File: src/rtl/mac_seq_ctrl_pkg.sv
// ---------------------------------------------------------------------------
// mac_seq_ctrl_pkg
//   Shared definitions for the FP16 dot-product sequencer: the FP16 word
//   width, the FP16 zero encoding and the controller state encoding.
//   Optional feature macro used by the slice: MAC_PIPE_EN (pipelined mac_unit).
// ---------------------------------------------------------------------------
package mac_seq_ctrl_pkg;

    localparam int                FP16_W    = 16;
    localparam logic [FP16_W-1:0] FP16_ZERO = 16'h0000;

    // ST_WAIT is only reachable when the external mac_unit is pipelined.
    typedef enum logic [1:0] {
        ST_IDLE = 2'd0,
        ST_FEED = 2'd1,
        ST_WAIT = 2'd2,
        ST_DONE = 2'd3
    } state_t;

endpackage

File: src/rtl/mac_seq_ctrl_if.sv
// ---------------------------------------------------------------------------
// mac_seq_ctrl_if
//   Bundles the command, operand stream, result stream and mac_unit side
//   signals of mac_seq_ctrl.
//   Modports:
//     slave  - the controller (mac_seq_ctrl)
//     master - the surrounding logic (operand buffers, result sink, mac_unit)
//   Signals:
//     start, cfg_len, cfg_bias          command / configuration
//     busy                              controller not idle
//     in_valid, in_ready, in_a, in_b    operand pair stream
//     out_valid, out_ready, out_data    result stream
//     mac_a, mac_b, mac_c, mac_out      connection to the external mac_unit
// ---------------------------------------------------------------------------
interface mac_seq_ctrl_if #(
    parameter int LEN_W = 8
);
    import mac_seq_ctrl_pkg::*;

    logic              start;
    logic [LEN_W-1:0]  cfg_len;
    logic [FP16_W-1:0] cfg_bias;
    logic              busy;

    logic              in_valid;
    logic              in_ready;
    logic [FP16_W-1:0] in_a;
    logic [FP16_W-1:0] in_b;

    logic              out_valid;
    logic              out_ready;
    logic [FP16_W-1:0] out_data;

    logic [FP16_W-1:0] mac_a;
    logic [FP16_W-1:0] mac_b;
    logic [FP16_W-1:0] mac_c;
    logic [FP16_W-1:0] mac_out;

    modport slave (
        input  start, cfg_len, cfg_bias,
        input  in_valid, in_a, in_b,
        input  out_ready,
        input  mac_out,
        output busy, in_ready, out_valid, out_data,
        output mac_a, mac_b, mac_c
    );

    modport master (
        output start, cfg_len, cfg_bias,
        output in_valid, in_a, in_b,
        output out_ready,
        output mac_out,
        input  busy, in_ready, out_valid, out_data,
        input  mac_a, mac_b, mac_c
    );

endinterface

File: src/rtl/mac_seq_ctrl.sv
// ---------------------------------------------------------------------------
// mac_seq_ctrl
//   Sequences a K-element FP16 dot product acc = bias + sum(a[i]*b[i])
//   through one shared, externally instantiated mac_unit. The running
//   accumulator is fed back as the MAC adder input on every step. The
//   controller only routes FP16 words; it never modifies their bits.
//
//   Parameters:
//     LEN_W   width of cfg_len (max vector length 2**LEN_W-1)
//     MAC_LAT mac_unit latency, 1..15 (only used with MAC_PIPE_EN)
//   Ports:
//     clk     clock, rising edge
//     rst_n   asynchronous reset, active-low
//     clr     synchronous soft clear back to IDLE, drops any pending result
//     bus     mac_seq_ctrl_if.slave: command, operand stream, result stream
//             and mac_unit connection
//   Configuration macro:
//     MAC_PIPE_EN  undefined: combinational mac_unit, 1 element per cycle
//                  defined:   pipelined mac_unit, each element waits MAC_LAT
//                             cycles in WAIT with the MAC inputs held stable
// ---------------------------------------------------------------------------
module mac_seq_ctrl
    import mac_seq_ctrl_pkg::*;
#(
    parameter int LEN_W   = 8,
    parameter int MAC_LAT = 2
) (
    input  logic          clk,
    input  logic          rst_n,
    input  logic          clr,
    mac_seq_ctrl_if.slave bus
);

    state_t            state;
    state_t            state_d;

    logic [FP16_W-1:0] acc;
    logic [LEN_W-1:0]  cnt;
    logic [LEN_W-1:0]  len;

    logic              accept;
    logic              last_feed;

`ifdef MAC_PIPE_EN
    logic [FP16_W-1:0] op_a;
    logic [FP16_W-1:0] op_b;
    logic [3:0]        wcnt;
    logic              wait_end;
    logic              last_wait;

    assign wait_end  = (wcnt == 4'(MAC_LAT - 1));
    // cnt was already advanced on accept, so the final element is cnt==len.
    assign last_wait = (cnt == len);
`endif

    assign accept    = bus.in_valid && (state == ST_FEED);
    assign last_feed = (cnt == len - LEN_W'(1));

    // State register
    always_ff @(posedge clk or negedge rst_n) begin
        if (!rst_n) begin
            state <= ST_IDLE;
        end else begin
            state <= state_d;
        end
    end

    // Next state and outputs
    always_comb begin
        state_d       = state;
        bus.busy      = (state != ST_IDLE);
        bus.in_ready  = 1'b0;
        bus.out_valid = 1'b0;
        bus.out_data  = FP16_ZERO;
        bus.mac_a     = FP16_ZERO;
        bus.mac_b     = FP16_ZERO;
        bus.mac_c     = FP16_ZERO;

        case (state)
            ST_IDLE: begin
                if (bus.start) begin
                    state_d = (bus.cfg_len != '0) ? ST_FEED : ST_DONE;
                end
            end

            ST_FEED: begin
                bus.in_ready = 1'b1;
                bus.mac_a    = bus.in_a;
                bus.mac_b    = bus.in_b;
                bus.mac_c    = acc;
                if (accept) begin
`ifdef MAC_PIPE_EN
                    state_d = ST_WAIT;
`else
                    state_d = last_feed ? ST_DONE : ST_FEED;
`endif
                end
            end

            ST_WAIT: begin
`ifdef MAC_PIPE_EN
                // Registered operands keep the MAC inputs frozen for MAC_LAT cycles.
                bus.mac_a = op_a;
                bus.mac_b = op_b;
                bus.mac_c = acc;
                if (wait_end) begin
                    state_d = last_wait ? ST_DONE : ST_FEED;
                end
`else
                state_d = ST_IDLE;
`endif
            end

            ST_DONE: begin
                bus.out_valid = 1'b1;
                bus.out_data  = acc;
                if (bus.out_ready) begin
                    state_d = ST_IDLE;
                end
            end

            default: state_d = ST_IDLE;
        endcase

        if (clr) begin
            state_d = ST_IDLE;
        end
    end

    // Accumulator, element counter and operand registers
    always_ff @(posedge clk or negedge rst_n) begin
        if (!rst_n) begin
            acc  <= FP16_ZERO;
            cnt  <= '0;
            len  <= '0;
`ifdef MAC_PIPE_EN
            op_a <= FP16_ZERO;
            op_b <= FP16_ZERO;
            wcnt <= '0;
`endif
        end else if (clr) begin
            acc  <= FP16_ZERO;
            cnt  <= '0;
`ifdef MAC_PIPE_EN
            op_a <= FP16_ZERO;
            op_b <= FP16_ZERO;
            wcnt <= '0;
`endif
        end else begin
            case (state)
                ST_IDLE: begin
                    if (bus.start) begin
                        acc <= bus.cfg_bias;
                        if (bus.cfg_len != '0) begin
                            len <= bus.cfg_len;
                            cnt <= '0;
                        end
                    end
                end

                ST_FEED: begin
                    if (accept) begin
                        cnt <= cnt + LEN_W'(1);
`ifdef MAC_PIPE_EN
                        op_a <= bus.in_a;
                        op_b <= bus.in_b;
                        wcnt <= '0;
`else
                        acc  <= bus.mac_out;
`endif
                    end
                end

`ifdef MAC_PIPE_EN
                ST_WAIT: begin
                    if (wait_end) begin
                        acc  <= bus.mac_out;
                        wcnt <= '0;
                    end else begin
                        wcnt <= wcnt + 4'd1;
                    end
                end
`endif

                default: ;
            endcase
        end
    end

endmodule

File: src/flat_wrapper.sv
// flat-port wrapper written by rule: the top's interface ports become plain ports
module mac_seq_ctrl_flat import mac_seq_ctrl_pkg::*;
#(
    parameter int LEN_W   = 8,
    parameter int MAC_LAT = 2
)
  (clk, rst_n, clr, bus_start, bus_cfg_len, bus_cfg_bias, bus_in_valid, bus_in_a, bus_in_b, bus_out_ready, bus_mac_out, bus_busy, bus_in_ready, bus_out_valid, bus_out_data, bus_mac_a, bus_mac_b, bus_mac_c);
  mac_seq_ctrl_if #(.LEN_W(LEN_W)) bus_i ();
  input  logic clk;
  input  logic rst_n;
  input  logic clr;
  input wire logic [$bits(bus_i.start)-1:0] bus_start;
  input wire logic [$bits(bus_i.cfg_len)-1:0] bus_cfg_len;
  input wire logic [$bits(bus_i.cfg_bias)-1:0] bus_cfg_bias;
  input wire logic [$bits(bus_i.in_valid)-1:0] bus_in_valid;
  input wire logic [$bits(bus_i.in_a)-1:0] bus_in_a;
  input wire logic [$bits(bus_i.in_b)-1:0] bus_in_b;
  input wire logic [$bits(bus_i.out_ready)-1:0] bus_out_ready;
  input wire logic [$bits(bus_i.mac_out)-1:0] bus_mac_out;
  output wire logic [$bits(bus_i.busy)-1:0] bus_busy;
  output wire logic [$bits(bus_i.in_ready)-1:0] bus_in_ready;
  output wire logic [$bits(bus_i.out_valid)-1:0] bus_out_valid;
  output wire logic [$bits(bus_i.out_data)-1:0] bus_out_data;
  output wire logic [$bits(bus_i.mac_a)-1:0] bus_mac_a;
  output wire logic [$bits(bus_i.mac_b)-1:0] bus_mac_b;
  output wire logic [$bits(bus_i.mac_c)-1:0] bus_mac_c;
  assign bus_i.start = bus_start;
  assign bus_i.cfg_len = bus_cfg_len;
  assign bus_i.cfg_bias = bus_cfg_bias;
  assign bus_i.in_valid = bus_in_valid;
  assign bus_i.in_a = bus_in_a;
  assign bus_i.in_b = bus_in_b;
  assign bus_i.out_ready = bus_out_ready;
  assign bus_i.mac_out = bus_mac_out;
  assign bus_busy = bus_i.busy;
  assign bus_in_ready = bus_i.in_ready;
  assign bus_out_valid = bus_i.out_valid;
  assign bus_out_data = bus_i.out_data;
  assign bus_mac_a = bus_i.mac_a;
  assign bus_mac_b = bus_i.mac_b;
  assign bus_mac_c = bus_i.mac_c;
  mac_seq_ctrl #(.LEN_W(LEN_W), .MAC_LAT(MAC_LAT)) u_core (.clk(clk), .rst_n(rst_n), .clr(clr), .bus(bus_i));
endmodule
File: config.mk
export PLATFORM = sky130hd
export DESIGN_NAME = mac_seq_ctrl_flat
export DESIGN_NICKNAME = d
export VERILOG_FILES = /design/src/rtl/mac_seq_ctrl_pkg.sv /design/src/rtl/mac_seq_ctrl_if.sv /design/src/rtl/mac_seq_ctrl.sv /design/src/flat_wrapper.sv
export SDC_FILE = /design/constraint.sdc
export NUM_CORES = 1
export LEC_CHECK = 0
export BUFFER_PORTS_ARGS = -buffer_cell sky130_fd_sc_hd__buf_2
export CAP_MARGIN = 10
export CORE_MARGIN = 2
export CORE_UTILIZATION = 44
export DETAILED_ROUTE_END_ITERATION = 10
export GPL_ROUTABILITY_DRIVEN = 0
export PLACE_DENSITY = 0.93
export SYNTH_ARGS = -nofsm -noshare
export SYNTH_HDL_FRONTEND = slang
export SYNTH_SLANG_ARGS = --single-unit
File: constraint.sdc
create_clock -name clk -period 2.1 [get_ports clk]
set_input_delay 0.42 -clock clk [delete_from_list [all_inputs] [get_ports clk]]
set_output_delay 0.42 -clock clk [all_outputs]
set_load 0.005 [all_outputs]
### After elaboration in Yosys (flattened, before gate mapping)

Cells that the tools add are included.

| word-level totals | value |
|---|---|
| register bits | 34 |
| output and inout bits | 67 |

| operators by class | value |
|---|---|
| $add $sub $neg | 2 |
| equal/unequal tests | 8 |
| mux-type cells | 22 |
| bitwise operators | 1 |
| reduce and logical (&&, ||, !) cells | 9 |

Operators by type and width:

| operator | number |
|---|---|
| 16-bit two-way mux | 7 |
| 8-bit two-way mux | 4 |
| 16-bit case mux with 2 select lines | 1 |
| 8-bit case mux with 2 select lines | 1 |
| 2-bit two-way mux | 6 |
| 8-bit by 1-bit adder with 8-bit output (second input constant) | 1 |
| 8-bit == test | 1 |
| 2-bit case mux with 4 select lines | 1 |
| 4-bit AND reduction | 2 |
| 8-bit nonzero test | 1 |
| 8-bit by 1-bit subtractor with 8-bit output (second input constant) | 1 |
| 3-bit by 2-bit != test with 1-bit output (second input constant) | 2 |
| 3-bit != test (second input constant) | 2 |
| 3-bit AND reduction | 2 |
| 2-bit == test (second input constant) | 2 |
| 3-bit nonzero test | 1 |
| 2-bit by 1-bit == test with 1-bit output (second input constant) | 1 |
| 2-bit zero test | 1 |
| 1-bit two-way mux | 2 |
| 2-bit nonzero test | 1 |
| 1-bit logical AND | 1 |
| 1-bit NOT | 1 |

### Depth between registers and ports, before layout

| logic depth | value |
|---|---|
| depth after elaboration | 6 |
| depth in mapped cells | 7 |
| mapped depth without buffers | 7 |

### Worst setup path after synthesis

No wires, ideal clock.

| timing path | value |
|---|---|
| path kind | register to register |
| start point | register u_core.len[0] |
| end point | register u_core.state[1] |
| arrival | 1,477 ps |
| required time | 1,980 ps |
| setup slack | 503 ps |
| stages on the path, launching flop included | 8 |
| path buffers | 0 |
| clock period less this slack | 1,597 ps |
| cell sequence | dfrtp_1 > inv_1 > ha_1 > nand2b_1 > a21oi_1 > a31oi_1 > a22o_1 > a41o_1 |

| between the ends | value |
|---|---|
| cells in the longest elaborated chain, start to end | 6 |

RTL lines:

| what | line | text |
|---|---|---|
| start, declared | mac_seq_ctrl.sv:39 | `logic [LEN_W-1:0] len;` |
| start signal, assigned | mac_seq_ctrl.sv:155 | `len <= bus.cfg_len;` |
| 8-bit by 1-bit subtractor with 8-bit output | mac_seq_ctrl.sv:57 | `assign last_feed = (cnt == len - LEN_W'(1));` |
| 8-bit == test | mac_seq_ctrl.sv:57 |  |
| 2-bit two-way mux | mac_seq_ctrl.sv:95 | `state_d = last_feed ? ST_DONE : ST_FEED;` |
| 2-bit two-way mux | mac_seq_ctrl.sv:91 | `if (accept) begin` |
| 2-bit case mux with 4 select lines | mac_seq_ctrl.sv:79 | `case (state)` |
| 2-bit two-way mux | mac_seq_ctrl.sv:125 | `if (clr) begin` |
| end signal, assigned | mac_seq_ctrl.sv:64 | `state <= state_d;` |
| end, declared | mac_seq_ctrl.sv:34 | `state_t state;` |

Every way passes these cells. The select of a mux whose other input is x is not followed.
A chain may end at the register's enable or synchronous reset.

### Final worst setup path

| timing path | value |
|---|---|
| start point | register u_core.state[1] |
| end point | output bus_mac_b[7] |

| between the ends | value |
|---|---|
| cells in the longest elaborated chain, start to end | 2 |

RTL lines:

| what | line | text |
|---|---|---|
| 2-bit by 1-bit == test with 1-bit output | mac_seq_ctrl.sv:79 |  |
| 16-bit two-way mux | mac_seq_ctrl.sv:79 |  |
| end, declared | flat_wrapper.sv:25 | `output wire logic [$bits(bus_i.mac_b)-1:0] bus_mac_b;` |

Every way passes these cells.

==> flow_metrics.py <==
metrics = {
    "layout": {
        "stdcell_area_sq_mm": 0.00321,
        "nets": 482,
        "final_common_cell": "buf_2",
        "fin_util_pct": 62.5,
        "syn_to_final_growth_pct": 36.1,
        "diodes": 0,
        "drive_above_1_share_pct": 42.4,
        "layout_common_cells": "buf_2 (144), and2_1 (49), dfrtp_1 (34)",
    },
    "place": {
        "post_dp_cell_area_sq_mm": 0.00313,
        "numPortBuffers": 144,
        "dp_hpwl_microns": 5420,
    },
    "worst_setup_path": {
        "cp_top_family": "simple AND/OR/NAND/NOR gates",
        "crit_path_max_fanout": 45,
        "rrSetupSlack_ns": 0.25,
        "cp-end-kind": "output port",
        "r2r_end": "u_core.len[3]$_DFFE_PN0P_",
        "crit_chain": "and2b_2 > buf_12 > and2_1 > buf_2",
        "r2r_start": "u_core.state[1]$_DFFE_PN0P_",
        "r2r_cells": 4,
        "worst-endpoint-required_ns": 1.68,
        "worst-path-buf-inv": 2,
        "critical_path.slowest_cell": "dfrtp_1",
        "cp_slowest_stage_delay_ns": 0.45,
        "worstPathArrival_ns": 1.55,
        "critPathLaunchType": "flop",
        "crit_type": "reg -> out",
    },
    "cts": {
        "htree_levels": 2,
        "cts-resized-gates": 0,
        "cts_num_sinks": 34,
        "cts_made_buffers": 5,
        "cts_buffer_depth": 2,
        "hold_buffers": 0,
        "insertion_delay_ns": 0.28,
        "root_buffer": "clkbuf_8",
        "cts_tree": "built",
        "clkTransAtPathRegs_ns": 0.07,
        "cts_setup_buffers": 0,
    },
    "global_route": {
        "antenna_found_initial": 0,
        "grtUsageTotal_pct": 23.3,
        "grt_pass1_wl_microns": 11200,
        "grt_overflow_total": 0,
        "grt_pass1_vias": 2330,
        "grt_max_degree": 46,
    },
    "timing": {
        "clock.fmax_ghz": 0.508,
        "relSlewSlack_pct": 48.9,
        "fin_skew_ns": 0.00601,
        "hold_viol": 0,
        "worst_pin_slew_ns": 0.766,
        "setup_viol": 0,
        "final_max_slew_viol_count": 0,
        "finalSetupTns_ns": 0,
        "fin_crit_sh_pct": 93.7,
        "fin_crit_ns": 1.97,
        "rsz0062_at_grt": "no",
    },
    "detailed_routing": {
        "wl_per_cell_microns": 14.6,
        "vias": 2393,
        "drt_iter0_drc": 142,
        "dr.pass1.iters": 5,
        "ant_nets": 0,
        "drcViolationCount": 0,
        "via_per_inst": 5.08,
        "finalWirelength_microns": 6880,
    },
    "power_and_ir_drop": {
        "p_per_area_mw_per_mm2": 551,
        "power_leakage_uw": 0.00176,
        "irDropWorstVdd_v": 0.000357,
    },
    "synthesis": {
        "ys_warn_count": 0,
        "synth_top_family_by_area": "simple AND/OR/NAND/NOR gates",
        "synthTopCellsByArea": "dfrtp_1 (36%), and2_1 (13%), mux2i_1 (7.6%)",
        "syn_inst": 264,
        "ys_types": 38,
        "ys_seq_elements": 34,
        "synth_edf_count": 0,
        "syn_area_sq_mm": 0.00236,
        "synthesis.nets": 344,
        "synth_compound_area_share_pct": 11.8,
        "ys.flop_type": "dfrtp_1",
        "yosys.area_share.xor_xnor_pct": 3.34,
        "yosysSeqAreaShare_pct": 36.0,
        "synth_area_leader_cell": "dfrtp_1",
        "synthArstFlopShare_pct": 100,
        "synth_simple_gate_area_share_pct": 31.4,
        "avgSynthCellArea_sq_um": 8.94,
        "synth_top_area_share_pct": 36.0,
        "synthAdderAreaFrac_pct": 1.06,
        "synth_mux_area_share_pct": 11.9,
    },
    "die": {
        "die_x_microns": 77.3,
        "rows": 26,
        "dieArea_sq_mm": 0.00597,
        "die_height_microns": 77.3,
        "initial_core_util_pct": 45.9,
        "core_area_sq_mm": 0.00514,
        "num_io_pins": 145,
    },
    "status": {
        "status": "finished clean",
    },
    "job": {
        "cap_violations": 0,
    },
    "worst_hold_path": {
        "hold_path.class": "in -> async",
    },
}
[metal layers]
metal,vias to the layer above,part of all wire [%],GRT usage (%)
met5,-,0,0
met4,0,0.95,6.25
met3,5,7.0,4.71
met2,96,50,39.0
met1,1104,42,30.6
li1,1188,-,-
[power by group]
part / leakage, uW / switching (uW) / internal [uW]
registers: 0.000440 / 76.2 / 720
logic: 0.00128 / 239 / 270
clock network: 0.0000431 / 212 / 252
total: 0.00176 / 527 / 1240
[final cells by class]
type | instances | area, sq um
clock buffers | 6 | 82.6
inverters | 4 | 15.0
repair buffers | 149 | 771
flip-flops and latches | 34 | 851
multi-input cells | 208 | 1410
fillers | 458 | 1930
well taps | 70 | 87.6
[kinds of logic (layout without fill, tap and decap cells)]
group | after synthesis | count (layout)
simple gates | 130 | 130
compound gates | 42 | 42
flops | 34 | 34
mux | 25 | 25
buf+inv | 22 | 159
xor+xnor | 9 | 9
fa+ha+maj | 2 | 2
[state kept, by name, summed over array words and instances, names as in the netlist]
signal and flops:
u_core.acc 16, u_core.cnt 8, u_core.len 8, u_core.state 2
[metrics by stage]
stage | setup slack (ns) | power, uW | cells | hold WS (ns)
2_1_floorplan | 0.503 | 1100 | 264 | 0.124
4_1_cts | 0.136 | 1780 | 471 | 0.238
6_report | 0.132 | 1770 | 471 | 0.208
3_5_place_dp | 0.239 | 1320 | 465 | 0.482
5_1_grt | 0.0439 | 1880 | 471 | 0.268
3_3_place_gp | 0.249 | 1290 | 465 | 0.471
[cells in the mapped netlist (2+ instances only)]
| cell type | instances |
|---|---|
| xnor2_1 | 6 |
| buf_2 | 3 |
| inv_1 | 4 |
| nor3_1 | 3 |
| or2_2 | 3 |
| a21oi_1 | 2 |
| nor4_1 | 3 |
| xor2_1 | 3 |
| and2_1 | 49 |
| mux2_4 | 6 |
| and3_1 | 20 |
| dfrtp_1 | 34 |
| buf_6 | 2 |
| nand3_1 | 7 |
| a31oi_1 | 2 |
| nand2_1 | 26 |
| nor3b_1 | 2 |
| o21ai_0 | 14 |
| mux2i_1 | 18 |
| clkbuf_1 | 11 |
| nand2b_1 | 4 |
| nor2_1 | 8 |
| o31ai_1 | 18 |
| ha_1 | 2 |
[worst max-delay path by stage]
stage	start	to	slack, ns	depth (start not counted)
floorplan	u_core.len[0]$_DFFE_PN0P_	u_core.state[1]$_DFFE_PN0P_	0.50	7
global placement	bus_cfg_len[1]	u_core.len[7]$_DFFE_PN0P_	0.25	5
detailed placement	bus_cfg_len[1]	u_core.len[3]$_DFFE_PN0P_	0.24	5
CTS	u_core.state[1]$_DFFE_PN0P_	bus_mac_a[3]	0.14	4
global route	u_core.state[1]$_DFFE_PN0P_	bus_mac_a[2]	0.04	4
finish	u_core.state[1]$_DFFE_PN0P_	bus_mac_b[7]	0.13	4
Note: power is estimated with default switching activity, not from simulation.
